### src/rtl/ccd_pkg.sv
// Shared types for the CCD capture path: FSM states, FIFO entry layout and
// default geometry widths.
package ccd_pkg;

  localparam int CCD_DATA_MAX     = 16;
  localparam int CCD_ACTIVE_PIX   = 640;
  localparam int CCD_ACTIVE_LINES = 480;
  localparam int CCD_FIFO_DEPTH   = 16;

  localparam int CCD_PIX_W  = $clog2(CCD_ACTIVE_PIX + 1);
  localparam int CCD_LINE_W = $clog2(CCD_ACTIVE_LINES + 1);
  localparam int CCD_FIFO_AW = $clog2(CCD_FIFO_DEPTH);

  typedef enum logic [2:0] {
    ST_IDLE,
    ST_WAIT_LINE,
    ST_SKIP,
    ST_CAPTURE,
    ST_LINE_END
  } ccd_state_t;

  // Data field sized for the widest supported ADC; narrower ADCs zero-fill.
  typedef struct packed {
    logic                    sof;
    logic                    eol;
    logic [CCD_DATA_MAX-1:0] data;
  } ccd_fifo_entry_t;

  function automatic int ccd_cnt_w(input int n);
    return (n < 2) ? 1 : $clog2(n + 1);
  endfunction

endpackage

### src/rtl/ccd_pix_fifo.sv
// Show-ahead pixel FIFO: head is visible combinationally whenever not empty.
// A push while full is accepted only when a pop frees the slot in the same cycle.
module ccd_pix_fifo
  import ccd_pkg::*;
#(
  parameter int DEPTH = 16
) (
  input  logic            clk,
  input  logic            reset,
  input  logic            push,
  input  ccd_fifo_entry_t push_ent,
  input  logic            pop,
  output ccd_fifo_entry_t head,
  output logic            full,
  output logic            empty
);

  localparam int AW = $clog2(DEPTH);

  ccd_fifo_entry_t mem [DEPTH];
  logic [AW:0]     wr_ptr, rd_ptr;
  logic            wr_ok, rd_ok;

  assign empty = (wr_ptr == rd_ptr);
  assign full  = (wr_ptr[AW] != rd_ptr[AW]) && (wr_ptr[AW-1:0] == rd_ptr[AW-1:0]);
  assign rd_ok = pop & ~empty;
  assign wr_ok = push & (~full | rd_ok);
  assign head  = mem[rd_ptr[AW-1:0]];

  always_ff @(posedge clk) begin
    if (wr_ok) mem[wr_ptr[AW-1:0]] <= push_ent;
  end

  always_ff @(posedge clk or negedge reset) begin
    if (!reset) begin
      wr_ptr <= '0;
      rd_ptr <= '0;
    end else begin
      if (wr_ok) wr_ptr <= wr_ptr + 1'b1;
      if (rd_ok) rd_ptr <= rd_ptr + 1'b1;
    end
  end

endmodule

### src/rtl/ccd_pixel_capture.sv
// CCD receive-side capture: windows the AFE sample stream using delayed hblank
// and emits pixels with sof/eol via ccd_pix_fifo. CCD_TEST_PATTERN_EN swaps
// adc_data for a position-derived ramp.
module ccd_pixel_capture
  import ccd_pkg::*;
#(
  parameter int ADC_W        = 12,
  parameter int ADC_LAT      = 3,
  parameter int SKIP_PIX     = 8,
  parameter int ACTIVE_PIX   = CCD_ACTIVE_PIX,
  parameter int SKIP_LINES   = 4,
  parameter int ACTIVE_LINES = CCD_ACTIVE_LINES,
  parameter int FIFO_DEPTH   = CCD_FIFO_DEPTH
) (
  input  logic             clk,
  input  logic             reset,
  input  logic             frame_start,
  input  logic             hblank,
  input  logic [ADC_W-1:0] adc_data,
  output logic [ADC_W-1:0] pix_data,
  output logic             pix_sof,
  output logic             pix_eol,
  output logic             pix_valid,
  input  logic             pix_ready,
  output logic             overflow,
  output logic             short_line,
  output logic             busy
);

  localparam int CW        = ccd_cnt_w((SKIP_PIX > ACTIVE_PIX) ? SKIP_PIX : ACTIVE_PIX);
  localparam int LW        = ccd_cnt_w(SKIP_LINES + ACTIVE_LINES);
  localparam int LAST_LINE = SKIP_LINES + ACTIVE_LINES - 1;

  ccd_state_t      state, state_nx;
  logic [ADC_LAT:0] hb_pipe;
  logic            hb_d, hb_fall;
  logic [CW-1:0]   pix_cnt, pix_cnt_nx;
  logic [LW-1:0]   line_cnt;
  logic            cap, line_done, set_short, wr_en;
  logic            hold_vld, sof_pend;
  logic [ADC_W-1:0] hold_data, sample;
  logic            push, pop, full, empty;
  ccd_fifo_entry_t push_ent, head;

  // Extra tap beyond the delayed hblank gives the previous hb_d for edge detect.
  always_ff @(posedge clk or negedge reset) begin
    if (!reset) hb_pipe <= '1;
    else        hb_pipe <= {hb_pipe[ADC_LAT-1:0], hblank};
  end

  assign hb_d    = hb_pipe[ADC_LAT-1];
  assign hb_fall = hb_pipe[ADC_LAT] & ~hb_d;
  assign wr_en   = (int'(line_cnt) >= SKIP_LINES);

`ifdef CCD_TEST_PATTERN_EN
  logic unused_adc;
  assign unused_adc = ^adc_data;
  assign sample = ADC_W'((int'(line_cnt) - SKIP_LINES) * ACTIVE_PIX + int'(pix_cnt));
`else
  assign sample = adc_data;
`endif

  always_ff @(posedge clk or negedge reset) begin
    if (!reset) begin
      state   <= ST_IDLE;
      pix_cnt <= '0;
    end else begin
      state   <= state_nx;
      pix_cnt <= pix_cnt_nx;
    end
  end

  // pix_cnt counts dropped samples in SKIP and captured samples in CAPTURE.
  always_comb begin
    state_nx   = state;
    pix_cnt_nx = pix_cnt;
    cap        = 1'b0;
    line_done  = 1'b0;
    set_short  = 1'b0;
    if (frame_start) begin
      state_nx   = ST_WAIT_LINE;
      pix_cnt_nx = '0;
    end else begin
      case (state)
        ST_WAIT_LINE: begin
          if (hb_fall) begin
            if (SKIP_PIX == 0) begin
              cap        = 1'b1;
              pix_cnt_nx = CW'(1);
              state_nx   = (ACTIVE_PIX == 1) ? ST_LINE_END : ST_CAPTURE;
            end else if (SKIP_PIX == 1) begin
              pix_cnt_nx = '0;
              state_nx   = ST_CAPTURE;
            end else begin
              pix_cnt_nx = CW'(1);
              state_nx   = ST_SKIP;
            end
          end
        end
        ST_SKIP: begin
          if (hb_d) begin
            set_short = 1'b1;
            state_nx  = ST_LINE_END;
          end else if (pix_cnt == CW'(SKIP_PIX - 1)) begin
            pix_cnt_nx = '0;
            state_nx   = ST_CAPTURE;
          end else begin
            pix_cnt_nx = pix_cnt + 1'b1;
          end
        end
        ST_CAPTURE: begin
          if (hb_d) begin
            set_short = 1'b1;
            state_nx  = ST_LINE_END;
          end else begin
            cap        = 1'b1;
            pix_cnt_nx = pix_cnt + 1'b1;
            if (pix_cnt == CW'(ACTIVE_PIX - 1)) state_nx = ST_LINE_END;
          end
        end
        ST_LINE_END: begin
          line_done  = 1'b1;
          pix_cnt_nx = '0;
          state_nx   = (line_cnt == LW'(LAST_LINE)) ? ST_IDLE : ST_WAIT_LINE;
        end
        default: ;
      endcase
    end
  end

  // The held sample is only known to be a line's last once the line ends,
  // so every pixel is pushed one sample late.
  assign push = hold_vld & ((cap & wr_en) | line_done);
  assign pop  = pix_ready & ~empty;

  always_comb begin
    push_ent                  = '0;
    push_ent.sof              = sof_pend;
    push_ent.eol              = line_done;
    push_ent.data[ADC_W-1:0]  = hold_data;
  end

  always_ff @(posedge clk or negedge reset) begin
    if (!reset) begin
      line_cnt   <= '0;
      hold_vld   <= 1'b0;
      hold_data  <= '0;
      sof_pend   <= 1'b0;
      overflow   <= 1'b0;
      short_line <= 1'b0;
    end else if (frame_start) begin
      line_cnt   <= '0;
      hold_vld   <= 1'b0;
      sof_pend   <= 1'b1;
      overflow   <= 1'b0;
      short_line <= 1'b0;
    end else begin
      if (push) sof_pend <= 1'b0;
      if (cap && wr_en) begin
        hold_data <= sample;
        hold_vld  <= 1'b1;
      end
      if (line_done) begin
        hold_vld <= 1'b0;
        line_cnt <= line_cnt + 1'b1;
      end
      if (set_short) short_line <= 1'b1;
      if (push && full && !pop) overflow <= 1'b1;
    end
  end

  ccd_pix_fifo #(.DEPTH(FIFO_DEPTH)) u_fifo (
    .clk      (clk),
    .reset    (reset),
    .push     (push),
    .push_ent (push_ent),
    .pop      (pop),
    .head     (head),
    .full     (full),
    .empty    (empty)
  );

  generate
    if (ADC_W < CCD_DATA_MAX) begin : g_pad
      logic unused_pad;
      assign unused_pad = ^head.data[CCD_DATA_MAX-1:ADC_W];
    end
  endgenerate

  assign pix_valid = ~empty;
  assign pix_data  = empty ? '0 : head.data[ADC_W-1:0];
  assign pix_sof   = ~empty & head.sof;
  assign pix_eol   = ~empty & head.eol;
  assign busy      = (state != ST_IDLE);

endmodule

### config.mk
export PLATFORM = sky130hd
export DESIGN_NAME = ccd_pixel_capture
export DESIGN_NICKNAME = d
export VERILOG_FILES = /design/src/rtl/ccd_pkg.sv /design/src/rtl/ccd_pix_fifo.sv /design/src/rtl/ccd_pixel_capture.sv
export SDC_FILE = /design/constraint.sdc
export NUM_CORES = 1
export LEC_CHECK = 0
export CAP_MARGIN = 30
export CORE_AREA = 2 2 227 173
export DETAILED_ROUTE_END_ITERATION = 8
export DIE_AREA = 0 0 229 175
export DONT_BUFFER_PORTS = 1
export PLACE_DENSITY = 0.55
export REMOVE_ABC_BUFFERS = 1
export SLEW_MARGIN = 10
export SYNTH_ARGS = -nofsm -noshare
export SYNTH_HDL_FRONTEND = slang
export SYNTH_SLANG_ARGS = --single-unit
export TNS_END_PERCENT = 30
### constraint.sdc
create_clock -name clk -period 4 [get_ports clk]
set_input_delay 0.8 -clock clk [delete_from_list [all_inputs] [get_ports clk]]
set_output_delay 0.8 -clock clk [all_outputs]
set_load 0.01 [all_outputs]
==> summary.txt <==
Critical path
  • Most Frequent Cell on Critical Path: a211oi_1
  • Setup crit start kind: register
  • WP data required: 3.20 ns
  • CP Max Fanout: 24
  • Worst path bufs/invs: 2
  • Crit Path Class: register to output port
  • Critical path arrival: 2.71 ns
  • Crit path largest cell delay: 0.70 ns
  • Crit path max-delay family: flip-flops
  • CP endpoint kind: output port
  • Slowest CP cell: dfrtp_2
  • Worst path cell trace: buf_12, buf_4, mux4_2, nor2b_1, a211oi_1, a211oi_1

Routing
  • DR DRC count: 0
  • Drt pass-1 iters: 4
  • Post-Route WL: 24,900 um
  • Routed vias/inst: 4.76
  • Total number of vias: 5,655
  • Wirelength per Cell: 21.0 um
  • Starting DRT DRC Count: 506
  • DRT antenna net count: 0

Layout
  • Commonest non-fill, non-tap cell in the layout: edfxtp_1
  • Antenna diode instance count: 0
  • Fin util: 34.3%
  • NumNets Final: 678
  • Fillers: 3,662
  • Final instance area: 0.0130 mm2
  • Most frequent cells in the layout: 224 x edfxtp_1, 56 x mux4_2, 45 x dfrtp_1
  • Synth-to-Final Area Change: 15.9%
  • Share of layout cells above drive strength 1: 23.2%

Synthesis
  • Post-synthesis xor/xnor area fraction: 1.56%
  • Yosys top cell area share: 60.0%
  • Cell count after synthesis: 623
  • Distinct cells, synth: 48
  • Synthesis warning total: 0
  • Simple-gate share of the synthesized area: 6.18%
  • FF+latch count, synth: 276
  • Largest family of logic cells by synthesized area: multiplexers
  • Sequential area share after synthesis: 71.7%
  • Post-synth ARST share: 18.8%
  • Synth area leader: edfxtp_1
  • Mux share of post-synthesis cell area: 13.9%
  • Synth Flop Type: edfxtp_1
  • Top cells by area, synth: edfxtp_1 60%, mux4_2 11%, dfrtp_1 11%, a211oi_1 1.9%, mux2i_1 1.3%
  • Number of synthesized flops with an enable pin: 224
  • Mean Syn Cell Area: 18.0 um2
  • Complex-gate fraction of the synthesized area: 4.20%
  • Mapped Area: 0.0112 mm2
  • Synth Area in Adders: 0.893%

GRT
  • Initial antenna violation count: 0
  • GRT overflow: 0
  • Largest net degree at the start of global routing: 49
  • GRT Total Usage: 12.5%
  • Vias in the first global route: 5,744
  • First-pass GRT wire length: 37,500 um

Power and ir drop
  • Leakage: 4.46 nW
  • P per Cell Area: 579 mW/mm2
  • VDD IR-drop max: 0.263 mV
  • Design Power: 7.52 mW

CTS
  • Post-CTS sizing: 0
  • Clock Path Buffers: 3
  • Sink Count: 276
  • Clk slew on worst S/H paths: 0.06 ns
  • Max H-tree Level: 1
  • CTS buffer count: 30
  • CTS tree: yes
  • Worst skew pair latency: 0.55 ns
  • Clock root cell: clkbuf_16

Floorplanning
  • Initial Utilization: 29.6%
  • I/O pins: 35
  • Core ar.: 0.0379 mm2
  • Die Area: 0.0401 mm2
  • Die W: 229 um
  • DIE HEIGHT: 175 um
  • Row count: 62

Timing
  • Setup TNS: 0 ns
  • F_max: 285 MHz
  • Final hold viol count: 0
  • Final setup violation count: 0
  • Period Utilization, post-route: 87.7%
  • Layout Skew: 0.0112 ns
  • Hold slack: 0.0914 ns
  • Worst-margin pin slew: 0.751 ns
  • Setup repair after global routing missed its margin: false
  • Slew margin rel.: 50.0%
  • Final Max Tran Viols: 0
  • Final min period: 3.51 ns

Min path
  • Worst hold-check path type: input pin to async pin

Placement
  • Port bufs: 0
  • Dpl hpwl: 15,000 um
  • Area after DPL: 0.0120 mm2
  • Routability cong.: 0.733

Run status
  • Status: completed

Flow run
  • Max Cap Viol: 0
==> area by class of cell <==
cell class                 instances  area, um2  area share [%]
clock buffer                      44        845            6.50
clock inverter                    12        134            1.03
inverter                           5       18.8           0.145
multi-input combinational        307       3000            23.1
sequential                       276       8040            61.9
tap                              512        641            4.93
timing repair buffer              33        305            2.35
==> cell families after synthesis <==
group,after synthesis
XOR/XNOR,20
AND/OR/NAND/NOR,125
multiplexers,84
adder cells (fa/ha/maj),8
buffers and inverters,40
flip-flops,276
AO/OA/AOI/OAI,70
==> worst paths after layout <==
path | start | depth (start not counted) | to | slack, ns
min in group clk | hblank | 0 | hb_pipe[0] | 0.25
max reg2reg | state[1] | 7 | u_fifo.mem[0][0] | 1.21
max | u_fifo.rd_ptr[1] | 6 | pix_data[7] | 0.49
max in group asynchronous | reset | 1 | u_fifo.rd_ptr[1] | 3.62
min reg2reg | hb_pipe[0] | 0 | hb_pipe[1] | 0.35
min | reset | 0 | hb_pipe[1] | 0.09
==> stage by stage <==
step	instances	setup WS, ns
global placement	1132	0.998
finish	1189	0.491
detailed placement	1132	1.01
CTS	1189	0.398
floorplan	588	-0.440
global route	1189	0.311
==> layer usage <==
layer  global-route usage [%]  routed length, um  up-vias  part of all wire, %
met5                        0                  0        -                    0
met4                     2.90                456        0                  1.8
met3                     2.17               1330       36                  5.3
met2                     19.0              11200      130                   45
met1                     18.7              12000     2940                   48
li1                         -                  -     2549                    -
==> registers in the layout, summed over array words and instances (netlist names) <==
name and flops:
u_fifo.mem 224, hold_data 12, pix_cnt 10, line_cnt 9
u_fifo.rd_ptr 5, u_fifo.wr_ptr 5, hb_pipe 4, state 3
hold_vld 1, overflow 1, short_line 1, sof_pend 1
==> synth_stat cells, types with 13 or more instances <==
master / instances
clkbuf_1: 22
a211oi_1: 28
edfxtp_1: 224
a21oi_1: 13
mux4_2: 56
mux2_2: 13
nor2b_1: 19
and3_1: 16
mux2i_1: 15
nand2_1: 24
nor2_1: 18
o21ai_0: 16
dfrtp_1: 48
==> what timing repair did <==
item,in CTS,in global routing
setup buffers,0,0
hold buffers,1,0
endpoints found under the hold margin,48,0
==> where the power goes <==
group	internal, mW	switching, mW
combinational	0.741	0.764
clock	1.65	1.08
sequential	3.11	0.174
(Power assumes the default switching activity.)
